### src/rtl/serial_add_ctrl_pkg.sv
// Shared declarations for the bit-serial adder controller.
// Holds the FSM state encoding used by the top level.
package serial_add_ctrl_pkg;

   typedef enum logic [1:0] {
      ST_IDLE = 2'd0,
      ST_RUN  = 2'd1,
      ST_DONE = 2'd2
   } state_t;

endpackage

### src/rtl/serial_add_ctrl_fa_cell.sv
// One-bit full adder built from two half adders plus an OR of their carries.
// Purely combinational; shared across all bit positions by the controller.
module fa_cell (
   output logic s,
   output logic co,
   input  logic x,
   input  logic y,
   input  logic ci
);

   logic w_s1;
   logic w_c1;
   logic w_c2;

   assign w_s1 = x ^ y;
   assign w_c1 = x & y;
   assign s    = w_s1 ^ ci;
   assign w_c2 = w_s1 & ci;
   assign co   = w_c1 | w_c2;

endmodule

### src/rtl/serial_add_ctrl.sv
// Bit-serial adder controller: sequences one full-adder cell over WIDTH-bit operands,
// LSB first, one bit per clock, and presents a registered {cout,sum} with a done pulse.
module serial_add_ctrl
   import serial_add_ctrl_pkg::*;
#(
   parameter int WIDTH = 8
) (
   input  logic             clk,
   input  logic             rst_n,
   input  logic             start,
   input  logic [WIDTH-1:0] a,
   input  logic [WIDTH-1:0] b,
   input  logic             cin,
   output logic             busy,
   output logic             done,
   output logic [WIDTH-1:0] sum,
   output logic             cout
);

   localparam int            CW   = $clog2(WIDTH);
   localparam logic [CW-1:0] LAST = CW'(WIDTH - 1);

   state_t             r_state;
   state_t             w_next;
   logic [WIDTH-1:0]   r_sa;
   logic [WIDTH-1:0]   r_sb;
   logic [WIDTH-2:0]   r_acc;
   logic               r_cy;
   logic [CW-1:0]      r_cnt;
   logic [WIDTH-1:0]   r_sum;
   logic               r_cout;
   logic               w_s;
   logic               w_co;
   logic               w_last;
   logic [WIDTH-1:0]   w_shift;

   fa_cell u_fa (
      .s  (w_s),
      .co (w_co),
      .x  (r_sa[0]),
      .y  (r_sb[0]),
      .ci (r_cy)
   );

   assign w_last  = (r_cnt == LAST);
   // Accumulator shifted with the new bit at the MSB; the full word is the final sum
   assign w_shift = {w_s, r_acc};

   always_ff @(posedge clk) begin
      if (!rst_n) r_state <= ST_IDLE;
      else        r_state <= w_next;
   end

   always_comb begin
      w_next = ST_IDLE;
      case (r_state)
         ST_IDLE: w_next = start ? ST_RUN : ST_IDLE;
         ST_RUN:  w_next = w_last ? ST_DONE : ST_RUN;
         ST_DONE: w_next = ST_IDLE;
         default: w_next = ST_IDLE;
      endcase
   end

   always_comb begin
      busy = (r_state == ST_RUN);
      done = (r_state == ST_DONE);
   end

   always_ff @(posedge clk) begin
      if (!rst_n) begin
         r_sa   <= '0;
         r_sb   <= '0;
         r_acc  <= '0;
         r_cy   <= 1'b0;
         r_cnt  <= '0;
         r_sum  <= '0;
         r_cout <= 1'b0;
      end else if (r_state == ST_IDLE && start) begin
         r_sa  <= a;
         r_sb  <= b;
         r_cy  <= cin;
         r_cnt <= '0;
      end else if (r_state == ST_RUN) begin
         r_sa  <= r_sa >> 1;
         r_sb  <= r_sb >> 1;
         r_acc <= w_shift[WIDTH-1:1];
         r_cy  <= w_co;
         r_cnt <= r_cnt + 1'b1;
         if (w_last) begin
            r_sum  <= w_shift;
            r_cout <= w_co;
         end
      end
   end

   assign sum  = r_sum;
   assign cout = r_cout;

endmodule

### config.mk
export PLATFORM = sky130hd
export DESIGN_NAME = serial_add_ctrl
export DESIGN_NICKNAME = d
export VERILOG_FILES = /design/src/rtl/serial_add_ctrl_pkg.sv /design/src/rtl/serial_add_ctrl_fa_cell.sv /design/src/rtl/serial_add_ctrl.sv
export SDC_FILE = /design/constraint.sdc
export NUM_CORES = 1
export LEC_CHECK = 0
export ABC_AREA = 0
export BUFFER_PORTS_ARGS = -buffer_cell sky130_fd_sc_hd__buf_2
export CORE_ASPECT_RATIO = 0.5
export CORE_MARGIN = 10
export CORE_UTILIZATION = 44
export DETAILED_ROUTE_END_ITERATION = 8
export PLACE_DENSITY = 0.67
export SYNTH_ARGS = -nofsm -noshare
export SYNTH_HDL_FRONTEND = slang
export SYNTH_SLANG_ARGS = --single-unit
### constraint.sdc
create_clock -name clk -period 1.6 [get_ports clk]
set_input_delay 0.32 -clock clk [delete_from_list [all_inputs] [get_ports clk]]
set_output_delay 0.32 -clock clk [all_outputs]
set_load 0.01 [all_outputs]
==> results.json <==
{
  "synth_seq_area_share": 0.469,
  "diodes": 0,
  "reg2reg_slack_ps": 220,
  "syn_to_final_growth_pct": 18.4,
  "cts_made_buffers": 5,
  "final.setup.tns_ps": 0,
  "status": "finished, final reports clean",
  "synth-warning-count": 0,
  "grt_pass1_vias": 1320,
  "wl_microns": 3340,
  "drtPass1Iterations": 4,
  "nFillCells": 346,
  "fp.dieH_microns": 62.9,
  "r2r-start": "r_cnt[0]",
  "grt_pass1_wl_microns": 5840,
  "core.rowCount": 15,
  "final_cell_area_sq_mm": 0.00192,
  "vias_per_cell": 4.92,
  "whs_endpoint": "r_sb[7]",
  "core_sq_mm": 0.00349,
  "grt.overflow.total": 0,
  "required_ps": 1280,
  "slew_headroom": 0.754,
  "die-area_sq_mm": 0.00666,
  "r2r_end": "cout",
  "port_buffers": 30,
  "cts_buffer_depth": 2,
  "leakagePower_nw": 0.773,
  "crit_type": "reg2out",
  "period_share": 0.921,
  "cts_root_buf": "clkbuf_8",
  "fmax_mhz": 679,
  "placed_cell_area_sq_mm": 0.00183,
  "dp_hpwl_microns": 2370,
  "drtIter0Drc": 56,
  "htreeDepth": 2,
  "setup_viol": 0,
  "rsz0062_at_grt": "false",
  "total_power_mw": 1.94,
  "hold_viol": 0,
  "utilization": 0.551,
  "post_cts_buffers": 0,
  "rr_worst_depth": 5,
  "syn-cell-area_sq_mm": 0.00162,
  "ant_nets": 0,
  "clk_pin_slew_ps": 80,
  "worstHoldStart": "b[7]",
  "hold_ws_ps": 279,
  "clock_latency_ps": 290,
  "synthCells": 189,
  "fin_worst_skew_ps": 6.67,
  "wl_per_cell_microns": 12.3,
  "cts-resized-gates": 0,
  "syn_nets": 212,
  "cp_max_fo": 9,
  "initial_core_util": 0.465,
  "p_per_area_mw_per_mm2": 1010,
  "final_layout_size_suffix_gt1_frac": 0.271,
  "finalNetCount": 243,
  "track_usage": 0.103,
  "gp_congestion": 0.741,
  "worstSetupEndpointType": "output pin",
  "drv_cap": 0,
  "drc": 0,
  "syn_area_per_cell_sq_um": 8.59,
  "grt_max_degree": 25,
  "slew_viol_final": 0,
  "num_vias": 1337,
  "ys_ff_latch": 38,
  "antenna_found_initial": 0,
  "die_w_microns": 106,
  "ctsHoldBuffers": 0,
  "cts.sinks": 38,
  "crit_arrival_ps": 1150,
  "hold_depth": 3,
  "vdd_drop_max_uv": 366,
  "start_kind": "flop",
  "ios": 31,
  "yosysUniqueCellTypes": 27,
  "min_path_type": "in2reg",
  "finalCriticalPeriod_ps": 1470,
  "cts_tree": "done",
  "worst_pin_slew_ps": 368
}
cell type report:
| type | count | area, sq um | share of cell area |
|---|---|---|---|
| multi-input combinational | 135 | 767 | 0.399 |
| timing repair buffer | 39 | 230 | 0.120 |
| sequential | 38 | 762 | 0.396 |
| tap | 51 | 63.8 | 0.0332 |
| clock buffer | 6 | 82.6 | 0.0430 |
| inverter | 1 | 3.75 | 0.00195 |
| clock inverter | 2 | 12.5 | 0.00651 |
cell families (layout without fill, tap and decap cells):
logic type / Yosys count / after routing / synth area share
AO/OA/AOI/OAI: 60 / 60 / 0.241
XOR/XNOR: 1 / 1 / 0.00540
multiplexers: 1 / 1 / 0.00617
adder cells (fa/ha/maj): 3 / 3 / 0.0278
AND/OR/NAND/NOR: 70 / 70 / 0.193
buffers and inverters: 16 / 48 / 0.0586
flip-flops: 38 / 38 / 0.469
power breakdown:
group	switching [mW]	leakage, nW	internal (mW)
clock network	0.339	0.0472	0.346
logic	0.126	0.415	0.104
registers	0.0289	0.311	0.992
critical path: stages (launching register included):
cell	delay (ps)
dfxtp_1	350
nand2b_1	180
inv_2	160
buf_2	170
metrics by stage:
step / worst slack, ps / cells
global route: 45.0 / 272
detailed placement: 212 / 264
global placement: 249 / 264
floorplan: 296 / 189
CTS: 60.3 / 272
finish: 126 / 272
synthesized netlist by cell type (all sizes together):
master  instances  area share
nand2b          1      0.0039
nor2            6       0.014
clkbuf          4      0.0092
a31oi           2      0.0077
a21oi          25       0.077
o21ai          13       0.056
nand3          10       0.031
xnor2           1      0.0054
inv             1      0.0023
dfxtp          38        0.47
mux2i           1      0.0062
ha              2       0.015
o221a           3       0.021
nor3b           1      0.0077
a21boi         17       0.079
nand3b          1      0.0046
fa              1       0.012
nor2b           5       0.019
nand2          43       0.099
or3b            1      0.0054
and2            1      0.0039
buf            11       0.047
and3            1      0.0039
placed cells by master, fill, tap and decap left out:
cell / n
o21ai_2: 7
ha_1: 2
and2_1: 1
clkinvlp_4: 1
nand3b_1: 1
nand2_1: 43
a21boi_0: 15
a21boi_1: 2
dfxtp_2: 1
nand2b_1: 1
nor2_1: 6
nor2b_1: 5
o21ai_0: 6
buf_4: 8
nor3b_2: 1
or3b_1: 1
xnor2_1: 1
clkbuf_8: 6
fa_1: 1
clkinv_2: 1
dfxtp_1: 37
and3_1: 1
mux2i_1: 1
a31oi_1: 2
nand3_1: 10
buf_2: 30
inv_2: 1
buf_12: 1
o221a_2: 3
a21oi_1: 25
routing by layer:
metal	routed length, microns	global-route usage
met3	174	0.0381
met5	0	0
met4	30	0.0403
met2	1470	0.160
met1	1670	0.127
state kept, by name (all words and copies together), names as in the netlist:
name,flops
r_state,2
r_cy,1
r_acc,7
cout,1
r_sb,8
r_sa,8
sum,8
r_cnt,3
worst max path at each step:
stage	startpoint	to	slack [ps]	cells after the start
floorplan	r_state[1]	r_sa[1]	300	6
global placement	r_cnt[0]	cout	250	5
detailed placement	r_cnt[0]	cout	210	5
CTS	r_state[0]	busy	60	3
global route	r_state[1]	busy	40	3
finish	r_state[1]	busy	130	3
No activity file was read; power rests on OpenSTA's default activity.
